### config.mk
export PLATFORM = sky130hd
export DESIGN_NAME = nibble_alu_seq
export DESIGN_NICKNAME = d
export VERILOG_FILES = /design/src/rtl/nibble_alu_seq.sv
export SDC_FILE = /design/constraint.sdc
export NUM_CORES = 1
export LEC_CHECK = 0
export ABC_AREA = 1
export ABC_CLOCK_PERIOD_IN_PS = 3700
export CAP_MARGIN = 20
export CORE_MARGIN = 5
export CORE_UTILIZATION = 45
export CTS_CLUSTER_DIAMETER = 50
export DETAILED_ROUTE_END_ITERATION = 16
export HOLD_SLACK_MARGIN = 0.05
export PLACE_DENSITY = 0.72
export SLEW_MARGIN = 20
export SYNTH_ARGS = -nofsm -noshare
export SYNTH_HDL_FRONTEND = slang
export SYNTH_SLANG_ARGS = --single-unit
### constraint.sdc
create_clock -name clk -period 3.7 [get_ports clk]
set_clock_uncertainty 0.05 [all_clocks]
set_input_delay 1.11 -clock clk [delete_from_list [all_inputs] [get_ports clk]]
set_output_delay 1.11 -clock clk [all_outputs]
set_load 0.02 [all_outputs]
### src/rtl/nibble_alu_seq.sv
// rtl/nibble_alu_seq.sv - nibble-serial SM83 accumulator ALU with start/busy/done handshake
module nibble_alu_seq #(
  parameter int WIDTH = 8
) (
  input  logic             clk,
  input  logic             nreset,
  input  logic             start,
  input  logic [2:0]       op,
  input  logic [WIDTH-1:0] a,
  input  logic [WIDTH-1:0] b,
  input  logic             cin,
  output logic             busy,
  output logic             done,
  output logic [WIDTH-1:0] result,
  output logic             zero,
  output logic             negative,
  output logic             half_carry,
  output logic             carry
);

  localparam int NIB = WIDTH / 4;
  localparam int CW  = (NIB > 1) ? $clog2(NIB) : 1;

  localparam logic [2:0] OP_ADD = 3'd0;
  localparam logic [2:0] OP_ADC = 3'd1;
  localparam logic [2:0] OP_SUB = 3'd2;
  localparam logic [2:0] OP_SBC = 3'd3;
  localparam logic [2:0] OP_AND = 3'd4;
  localparam logic [2:0] OP_XOR = 3'd5;
  localparam logic [2:0] OP_OR  = 3'd6;
  localparam logic [2:0] OP_CP  = 3'd7;

  typedef enum logic [1:0] {S_IDLE, S_RUN, S_DONE} state_t;

  state_t           state;
  logic [WIDTH-1:0] a_q;
  logic [WIDTH-1:0] b_q;
  logic [2:0]       op_q;
  logic             c_q;     // running carry/borrow between nibbles
  logic             h_q;     // carry/borrow out of nibble 0, kept for the H flag
  logic             nz_q;    // any computed nibble so far was non-zero
  logic [CW-1:0]    cnt;

  logic [WIDTH-1:0] a_sh;
  logic [WIDTH-1:0] b_sh;
  logic [3:0]       an;
  logic [3:0]       bn;
  logic [4:0]       sum5;
  logic [3:0]       wr_nib;
  logic             is_arith;
  logic             is_sub;
  logic             cout;
  logic             last;

  assign a_sh = a_q >> {cnt, 2'b00};
  assign b_sh = b_q >> {cnt, 2'b00};
  assign an   = a_sh[3:0];
  assign bn   = b_sh[3:0];
  assign last = (cnt == CW'(NIB - 1));

  // Nibble datapath: one 5-bit add/subtract or a bitwise op on the current nibble
  always_comb begin
    sum5     = 5'd0;
    is_arith = 1'b0;
    is_sub   = 1'b0;
    case (op_q)
      OP_ADD, OP_ADC: begin
        sum5     = {1'b0, an} + {1'b0, bn} + {4'b0000, c_q};
        is_arith = 1'b1;
      end
      OP_SUB, OP_SBC, OP_CP: begin
        sum5     = {1'b0, an} - {1'b0, bn} - {4'b0000, c_q};
        is_arith = 1'b1;
        is_sub   = 1'b1;
      end
      OP_AND:  sum5 = {1'b0, an & bn};
      OP_XOR:  sum5 = {1'b0, an ^ bn};
      OP_OR:   sum5 = {1'b0, an | bn};
      default: sum5 = 5'd0;
    endcase
    // CP keeps the accumulator: the difference only drives the flags
    wr_nib = (op_q == OP_CP) ? an : sum5[3:0];
    cout   = is_arith & sum5[4];
  end

  // Control FSM, operand latches, progressive result write and flag update
  always_ff @(posedge clk or negedge nreset) begin
    if (!nreset) begin
      state      <= S_IDLE;
      a_q        <= '0;
      b_q        <= '0;
      op_q       <= OP_ADD;
      c_q        <= 1'b0;
      h_q        <= 1'b0;
      nz_q       <= 1'b0;
      cnt        <= '0;
      busy       <= 1'b0;
      done       <= 1'b0;
      result     <= '0;
      zero       <= 1'b0;
      negative   <= 1'b0;
      half_carry <= 1'b0;
      carry      <= 1'b0;
    end else begin
      case (state)
        S_RUN: begin
          for (int i = 0; i < NIB; i++) begin
            if (cnt == CW'(i)) result[4*i +: 4] <= wr_nib;
          end
          c_q  <= cout;
          nz_q <= nz_q | (|sum5[3:0]);
          cnt  <= cnt + 1'b1;
          if (cnt == '0) h_q <= cout;
          if (last) begin
            state      <= S_DONE;
            busy       <= 1'b0;
            done       <= 1'b1;
            carry      <= cout;
            negative   <= is_sub;
            zero       <= ~(nz_q | (|sum5[3:0]));
            // with a single nibble, H comes from this same edge's carry
            half_carry <= is_arith ? ((cnt == '0) ? cout : h_q) : (op_q == OP_AND);
          end
        end
        default: begin
          done <= 1'b0;
          if (start) begin
            state <= S_RUN;
            busy  <= 1'b1;
            a_q   <= a;
            b_q   <= b;
            op_q  <= op;
            c_q   <= ((op == OP_ADC) || (op == OP_SBC)) ? cin : 1'b0;
            cnt   <= '0;
            nz_q  <= 1'b0;
          end else begin
            state <= S_IDLE;
          end
        end
      endcase
    end
  end

endmodule

== After elaboration in Yosys (flattened, before gate mapping) ==
Index checks and enable logic that the tools add are counted.
Storage, ports and cells
  flip-flop bits (word level): 39
  input bits: 23
  output and inout bits: 14
  word-level logic and storage cells: 72
Cells by class
  add/sub/neg operators: 5
  eq/ne operators: 11
  shift-type cells: 2
  mux-type cells: 19
  bitwise logic cells: 8
  reductions and logical operators: 11
Operators by type and width (count)
  $pmux W5 S5: 1
  $shr A8 B3 Y4: 2
  $mux W1: 15
  $eq A3 B3 Y1 const B: 4
  $eq A3 B2 Y1 const B: 3
  $reduce_and A2 Y1: 4
  $eq A3 B1 Y1 const B: 2
  $add A4 B4 Y5: 1
  $add A5 B1 Y5: 1
  $reduce_or A5 Y1: 1
  $sub A4 B4 Y5: 1
  $sub A5 B1 Y5: 1
  $and A4 B4 Y4: 1
  $mux W2: 2
  $mux W4: 1
  $or A4 B4 Y4: 1
  $reduce_or A4 Y1: 1
  $xor A4 B4 Y4: 1
  $logic_not A3 Y1: 1
  $not A1 Y1: 3
  $reduce_or A3 Y1: 1
  $eq A2 B1 Y1 const B: 1
  $ne A2 B2 Y1 const B: 1
  $reduce_bool A2 Y1: 1
  other kinds (5): 5

== Longest topological paths before layout ==
Gate-level depths: netlist of run 1.
  depth after elaboration: 7
  depth in mapped cells: 16
  gate-level depth less buffers: 16

== Worst setup path before layout of run 1 ==
No wires, ideal clock.
  path kind: reg-to-reg
  start point: register cnt
  end point: register nz_q
  setup time: 117 ps
  arrival: 2418 ps
  required time: 3533 ps
  setup slack: 1116 ps
  cell stages (with the launch flop): 14
  path buffers: 1
  period minus slack after synthesis: 2584 ps
  path through: dfrtp_1 > buf_2 > o21ai_0 > inv_1 > fa_1 > fa_1 > xnor2_1 > nor2_1 > nor2_1 > nand3_1 > nor2_1 > nand3_1 > nand2_1 > nand2_1
On the way
  word-level cells in the longest chain between the ends: 7
  elaborated cells between the ends (all ways): 13
  classes of those cells: add/sub (4); shift (2); mux (2); bitwise (4); reduce/logical (1)
RTL lines
  from (decl): line 42  | logic [CW-1:0] cnt;
  from (signal assigned): line 112  | cnt <= cnt + 1'b1;
  $shr A8 B3 Y4 (on tied branches): line 55, 56
  $sub A4 B4 Y5 / $add A4 B4 Y5 (equally long branches): line 72, 68
  $sub A5 B1 Y5 / $add A5 B1 Y5 (equally long branches): line 72, 68
  $pmux W5 S5 (*): line 66  | case (op_q)
  $reduce_or A4 Y1 (*): line 111  | nz_q <= nz_q | (|sum5[3:0]);
  $or A1 B1 Y1 (*): line 111
  $mux W1 (*): line 105  | case (state)
  to (signal assigned): line 111
  to (decl): line 41  | logic nz_q;
Mark *: on every way between the ends. The rest lies on a longest branch, timed or not.
A chain may end at the register's enable or synchronous reset.

== Worst setup path after layout of run 1 ==
  start point: register cnt
  end point: register c_q
On the way
  word-level cells in the longest chain between the ends: 6
  elaborated cells between the ends (all ways): 9
  classes of those cells: add/sub (4); shift (2); mux (2); bitwise (1)
RTL lines
  $shr A8 B3 Y4 (on tied branches): line 55, 56
  $sub A4 B4 Y5 / $add A4 B4 Y5 (equally long branches): line 72, 68
  $sub A5 B1 Y5 / $add A5 B1 Y5 (equally long branches): line 72, 68
  $pmux W5 S5 (*): line 66
  $and A1 B1 Y1 (*): line 83  | cout = is_arith & sum5[4];
  $mux W1 (*): line 105
  to (signal assigned): line 110  | c_q <= cout;
  to (signal assigned): line 133  | c_q <= ((op == OP_ADC) || (op == OP_SBC)) ? cin : 1'b0;
  to (decl): line 39  | logic c_q;
Marked as above.

==> results of run 1 <==
[area by class of cell]
cell class | count | area [um2] | area share (%)
clock buffer | 7 | 76.3 | 2.86
inverter | 33 | 124 | 4.63
multi-input combinational | 203 | 1070 | 40.2
sequential | 38 | 951 | 35.6
tap | 67 | 83.8 | 3.14
timing repair buffer | 37 | 363 | 13.6
[final timing paths]
path / startpoint / endpoint / slack (ns) / cells after the start
worst max-delay path: cnt$_DFFE_PN0P_ / c_q$_DFFE_PN0P_ / 0.60 / 12
worst min-delay path: b_q[6]$_DFFE_PN0P_ / b_q[6]$_DFFE_PN0P_ / 0.42 / 2
worst max register to register: cnt$_DFFE_PN0P_ / c_q$_DFFE_PN0P_ / 0.60 / 12
worst min register to register: b_q[6]$_DFFE_PN0P_ / b_q[6]$_DFFE_PN0P_ / 0.42 / 2
max in group asynchronous: nreset / b_q[6]$_DFFE_PN0P_ / 2.20 / 1
min in group asynchronous: nreset / carry$_DFFE_PN0P_ / 0.86 / 1
[worst max-delay path, cell delays in order, from the launching register on]
cell and delay [ns]:
dfrtp_1 0.52, inv_2 0.13, or2_2 0.28, o21ai_0 0.19
inv_1 0.15, fa_1 0.44, fa_1 0.45, nand2_1 0.09
a21oi_1 0.08, nand2_1 0.07, nand2_1 0.04, o21ai_0 0.34
o211ai_1 0.14
[registers in the layout, summed over array words and instances (netlist names), 3 cells and up]
signal  cells
a_q         8
b_q         8
op_q        3
result      8
[kinds of logic after synthesis]
kind of cell    share of synthesized area (%)
fa+ha+maj                                10.5
xor+xnor                                0.797
compound gates                           8.03
simple gates                             29.6
buf+inv                                  7.85
flops                                    43.3
[layer usage]
layer | part of all wire, % | vias to the layer above | wire (um) | track usage, %
met5 | 0 | - | 0 | 0
met4 | 2.6 | 0 | 133 | 7.09
met3 | 4.8 | 9 | 242 | 3.84
met2 | 48 | 44 | 2400 | 30.7
met1 | 45 | 810 | 2280 | 21.4
li1 | - | 953 | - | -
[metrics by stage]
step	cells	util (%)	area [um2]	hold slack, ns	setup WS (ns)
2_1_floorplan	282	-	2200	0.391	1.12
3_3_place_gp	378	55.0	2600	0.410	0.763
3_5_place_dp	378	55.0	2600	0.408	0.636
4_1_cts	385	56.6	2670	0.427	0.612
5_1_grt	385	56.6	2670	0.457	0.311
6_report	385	56.6	2670	0.423	0.599
[placed cells by master (no fill, tap or decap)]
cell / count
nor3_1: 1
xnor2_1: 1
o21ai_0: 24
clkbuf_8: 5
ha_1: 12
fa_1: 4
buf_4: 1
nor2_1: 18
o21ai_1: 5
a21oi_1: 3
nand3_1: 11
xor2_1: 1
clkdlybuf4s50_1: 35
clkinv_1: 1
nor2_4: 1
or2_2: 7
nand2_1: 100
clkbuf_1: 2
nand2_2: 2
or2_0: 1
inv_2: 5
nand2_4: 2
nand4_1: 5
nand3b_1: 1
nor2_2: 2
inv_1: 27
buf_2: 1
o211ai_1: 1
dfrtp_1: 38
a2bb2oi_1: 1
==> results.json, run 1 <==
{
  "worstSetupPathType": "reg -> reg",
  "grt_pass1_vias": 1853,
  "htree_num_levels": 2,
  "synth_edf_count": 0,
  "grt_first_pass_wirelength_um": 8760,
  "grt-ovfl-total": 0,
  "synth_commonest_cells": "nand2_1 (100), dfrtp_1 (38), inv_1 (27)",
  "initial_core_util_pct": 46.5,
  "grt_max_degree": 39,
  "yosysWarnings": 0,
  "cts_resized": 0,
  "ys_types": 28,
  "status": "finished clean",
  "cts_sinks": 38,
  "die_y_um": 79.9,
  "relSlewSlack_pct": 43.9,
  "io_pins": 37,
  "port_buffers": 36,
  "clk_pin_slew_ns": 0.08,
  "drtIter0Drc": 96,
  "synth_flop_cell": "dfrtp_1",
  "vias": 1816,
  "cts_made_buffers": 5,
  "setup_violations": 0,
  "drv_cap": 0,
  "routed_wl_um": 5050,
  "num_rows": 25,
  "worst_pin_slew_ns": 0.842,
  "synth_area_leaders": "dfrtp_1 (43%), nand2_1 (17%), ha_1 (6.8%)",
  "final-hold-violation-count": 0,
  "cts_setup_buffers": 0,
  "gp_congestion": 0.932,
  "fin_setup_tns_ns": 0,
  "dpl.hpwl_um": 4000,
  "fmax_mhz": 322,
  "min_period_over_period_pct": 83.8,
  "cts_tree": "built",
  "postSynthCellCount": 282,
  "cts_hold_buf": 0,
  "clockBufferDepth": 2,
  "ys_ff_latch": 38,
  "die_area_um2": 6380,
  "drv_slew": 0,
  "diodes": 0,
  "syn_avg_cell_area_um2": 7.80,
  "ant_nets": 0,
  "synth_most_common_cell": "nand2_1",
  "synth_top_area_share_pct": 43.3,
  "worstPathArrival_ns": 3.22,
  "cts_root_buffer": "clkbuf_8",
  "die_w_um": 79.9,
  "fin_crit_ns": 3.10,
  "coreArea_um2": 4720,
  "syn_nets": 321,
  "clock_latency_ns": 0.29,
  "nFillCells": 486,
  "nNetsFinal": 357,
  "layout-drive-gt1-share_pct": 8.18,
  "grt.total_usage_pct": 17.8,
  "rsz0062_at_grt": "false",
  "cp-end-kind": "flip-flop",
  "antenna_found_initial": 0,
  "ys_seq_area_share_pct": 43.3,
  "area_growth_pct": 21.6,
  "async_reset_ff_share_pct": 100,
  "netlist_area_um2": 2200,
  "start_kind": "flip-flop",
  "firstDrtPassIters": 4,
  "drc": 0,
  "path_max_fanout": 11,
  "hold_path_class": "reg -> reg",
  "wl_per_cell_um": 13.1,
  "yosys.area.top_type": "dfrtp_1",
  "viasPerCell": 4.72,
  "cp.required_ns": 3.82
}
Power of run 1 is not shown: default switching activity piles up to over one toggle a cycle in this logic, so the estimate is an artifact.
==> run 2: changes to the inputs <==
--- a/config.mk
+++ b/config.mk
@@ -6,14 +6,14 @@
 export NUM_CORES = 1
 export LEC_CHECK = 0
 export ABC_AREA = 1
-export ABC_CLOCK_PERIOD_IN_PS = 3700
+export ABC_CLOCK_PERIOD_IN_PS = 2600
 export CAP_MARGIN = 20
 export CORE_MARGIN = 5
 export CORE_UTILIZATION = 45
 export CTS_CLUSTER_DIAMETER = 50
 export DETAILED_ROUTE_END_ITERATION = 16
 export HOLD_SLACK_MARGIN = 0.05
-export PLACE_DENSITY = 0.72
+export PLACE_DENSITY = 0.75
 export SLEW_MARGIN = 20
 export SYNTH_ARGS = -nofsm -noshare
 export SYNTH_HDL_FRONTEND = slang
==> constraint.sdc (replaced) <==
create_clock -name clk -period 2.6 [get_ports clk]
set_clock_uncertainty 0.05 [all_clocks]
set_input_delay 0.78 -clock clk [delete_from_list [all_inputs] [get_ports clk]]
set_output_delay 0.78 -clock clk [all_outputs]
set_load 0.02 [all_outputs]
==> run 2 against run 1 <==
  * The flow now finishes with violations (negative setup slack)
  * Flip-flop and latch count unchanged
  * Utilization up 4.7 points
  * Count of clock-buffer cells in the layout down 1
  * Routed wire length down 2.2%
  * Final cell count up 4.4%
  * Global-route usage down 0.87 points
  * Register-to-register slack worse by 0.60 ns
==> results.json, run 2 (same netlist as run 1, synthesis figures left out) <==
{
  "viasPerCell": 4.77,
  "die_y_um": 79.9,
  "grt_pass1_vias": 1902,
  "cts_made_buffers": 5,
  "cts_sinks": 38,
  "met2_length_um": 2330,
  "path_max_fanout": 4,
  "timing.final.ws_setup_ns": -0.000178,
  "io_pins": 37,
  "routed_wl_um": 4940,
  "area_growth_pct": 31.6,
  "crit_start": "cnt$_DFFE_PN0P_",
  "relSlewSlack_pct": 43.1,
  "dr_wl_met3_um": 251,
  "grt_first_pass_wirelength_um": 8420,
  "die_area_um2": 6380,
  "top_regs": "a_q x8, b_q x8, result x8",
  "grt-ovfl-total": 0,
  "diodes": 0,
  "setup_violations": 1,
  "cts_tree": "built",
  "drv_cap": 0,
  "worst_pin_slew_ns": 0.854,
  "fin_setup_tns_ns": -0.000178,
  "crit_end": "result[5]$_DFFE_PN0P_",
  "r2r_start": "cnt$_DFFE_PN0P_",
  "drtIter0Drc": 102,
  "fin_crit_ns": 2.60,
  "cp-end-kind": "flip-flop",
  "grt_max_degree": 39,
  "rsz0062_at_grt": "true",
  "fin_hold_ws_ns": 0.431,
  "clockBufferDepth": 2,
  "antenna_found_initial": 0,
  "dp_slack_ns": -0.145,
  "clk_pin_slew_ns": 0.08,
  "firstDrtPassIters": 5,
  "drt-met1-wl_um": 2260,
  "fmax_mhz": 385,
  "violations": "negative setup slack",
  "reg2reg_to": "result[5]$_DFFE_PN0P_",
  "nNetsFinal": 373,
  "hold_path_class": "reg -> reg",
  "final_common_cell": "nand2_1",
  "drv_slew": 0,
  "worstPathArrival_ns": 2.72,
  "min_period_over_period_pct": 100,
  "nFillCells": 437,
  "vias": 1919,
  "drc": 0,
  "port_buffers": 36,
  "dpl.hpwl_um": 3800,
  "ant_nets": 0,
  "initial_core_util_pct": 46.5,
  "htree_num_levels": 2,
  "top_layer": "met4",
  "clock_latency_ns": 0.29,
  "gp_congestion": 0.911,
  "worstRegToRegCells": 12,
  "grt.total_usage_pct": 16.9,
  "r2r_slack_ns": -0.0002,
  "status": "finished, violations left",
  "final-hold-violation-count": 0,
  "start_kind": "flip-flop",
  "post-route-util_pct": 61.3,
  "cp.required_ns": 2.72,
  "layout-drive-gt1-share_pct": 18.5,
  "wl_per_cell_um": 12.3,
  "die_w_um": 79.9,
  "cts_root_buffer": "clkbuf_8",
  "cts_hold_buf": 0,
  "coreArea_um2": 4720,
  "mostFrequentLayoutCells": "nand2_1 (98), dfrtp_1 (38), clkdlybuf4s50_1 (35)",
  "worstSetupPathType": "reg -> reg",
  "num_rows": 25
}
run 2: changes by cell type in the layout (fill, tap and decap cells not counted), moves of 2 or more:
cell,before,now
fa_2,0,2
buf_4,1,17
nand2_2,2,4
nand2_1,100,98
o21ai_4,0,2
ha_1,12,10
fa_1,4,2
clkbuf_1,2,0
o21ai_1,5,8
nor2_2,2,4
o21ai_0,24,16
nor2_1,18,16
o21ai_2,0,3
run 2: layout make-up:
type	count	area [um2]	area share (%)
clock inverter	2	12.5	0.432
sequential	38	951	32.9
multi-input combinational	203	1160	40.0
clock buffer	6	82.6	2.85
inverter	33	124	4.28
timing repair buffer	53	483	16.7
tap	67	83.8	2.90
run 2: stage by stage:
step / instance area [um2] / cells
floorplan: 2200 / 282
global placement: 2690 / 390
detailed placement: 2690 / 390
CTS: 2800 / 399
global route: 2890 / 402
finish: 2890 / 402
run 2: timing repair:
| action | 4_1_cts | 5_1_grt |
|---|---|---|
| setup endpoints to repair | 9 | 11 |
| buffers inserted | 1 | 3 |
| gates resized for setup | 5 | 23 |
| endpoints found under the hold margin | 0 | 0 |
| pin swaps | 0 | 12 |
run 2: worst min path at each step:
stage / startpoint / endpoint / slack (ns) / cells after the start
after global routing: a_q[7]$_DFFE_PN0P_ / a_q[7]$_DFFE_PN0P_ / 0.45 / 2
final: result[7]$_DFFE_PN0P_ / result[7]$_DFFE_PN0P_ / 0.43 / 2
after detailed placement: b_q[4]$_DFFE_PN0P_ / b_q[4]$_DFFE_PN0P_ / 0.41 / 2
after global placement: b_q[6]$_DFFE_PN0P_ / b_q[6]$_DFFE_PN0P_ / 0.41 / 2
after floorplan: a_q[4]$_DFFE_PN0P_ / a_q[4]$_DFFE_PN0P_ / 0.39 / 2
after CTS: a_q[7]$_DFFE_PN0P_ / a_q[7]$_DFFE_PN0P_ / 0.43 / 2
run 2: critical path: stages (launching register included):
cell and delay, ns:
dfrtp_1 0.40, inv_2 0.07, or2_4 0.24, o21ai_4 0.06
inv_2 0.06, fa_2 0.41, fa_2 0.56, nand3b_1 0.09
nand2_1 0.06, nor2_1 0.09, nand2_1 0.09, o21ai_1 0.19
o21ai_0 0.10
run 2: metal layers:
layer | global-route usage (%) | vias up
li1 | - | 984
met1 | 20.7 | 874
met2 | 29.1 | 52
met3 | 3.72 | 9
met4 | 6.08 | 0
met5 | 0 | -
Power of run 2 is left out for the same reason.
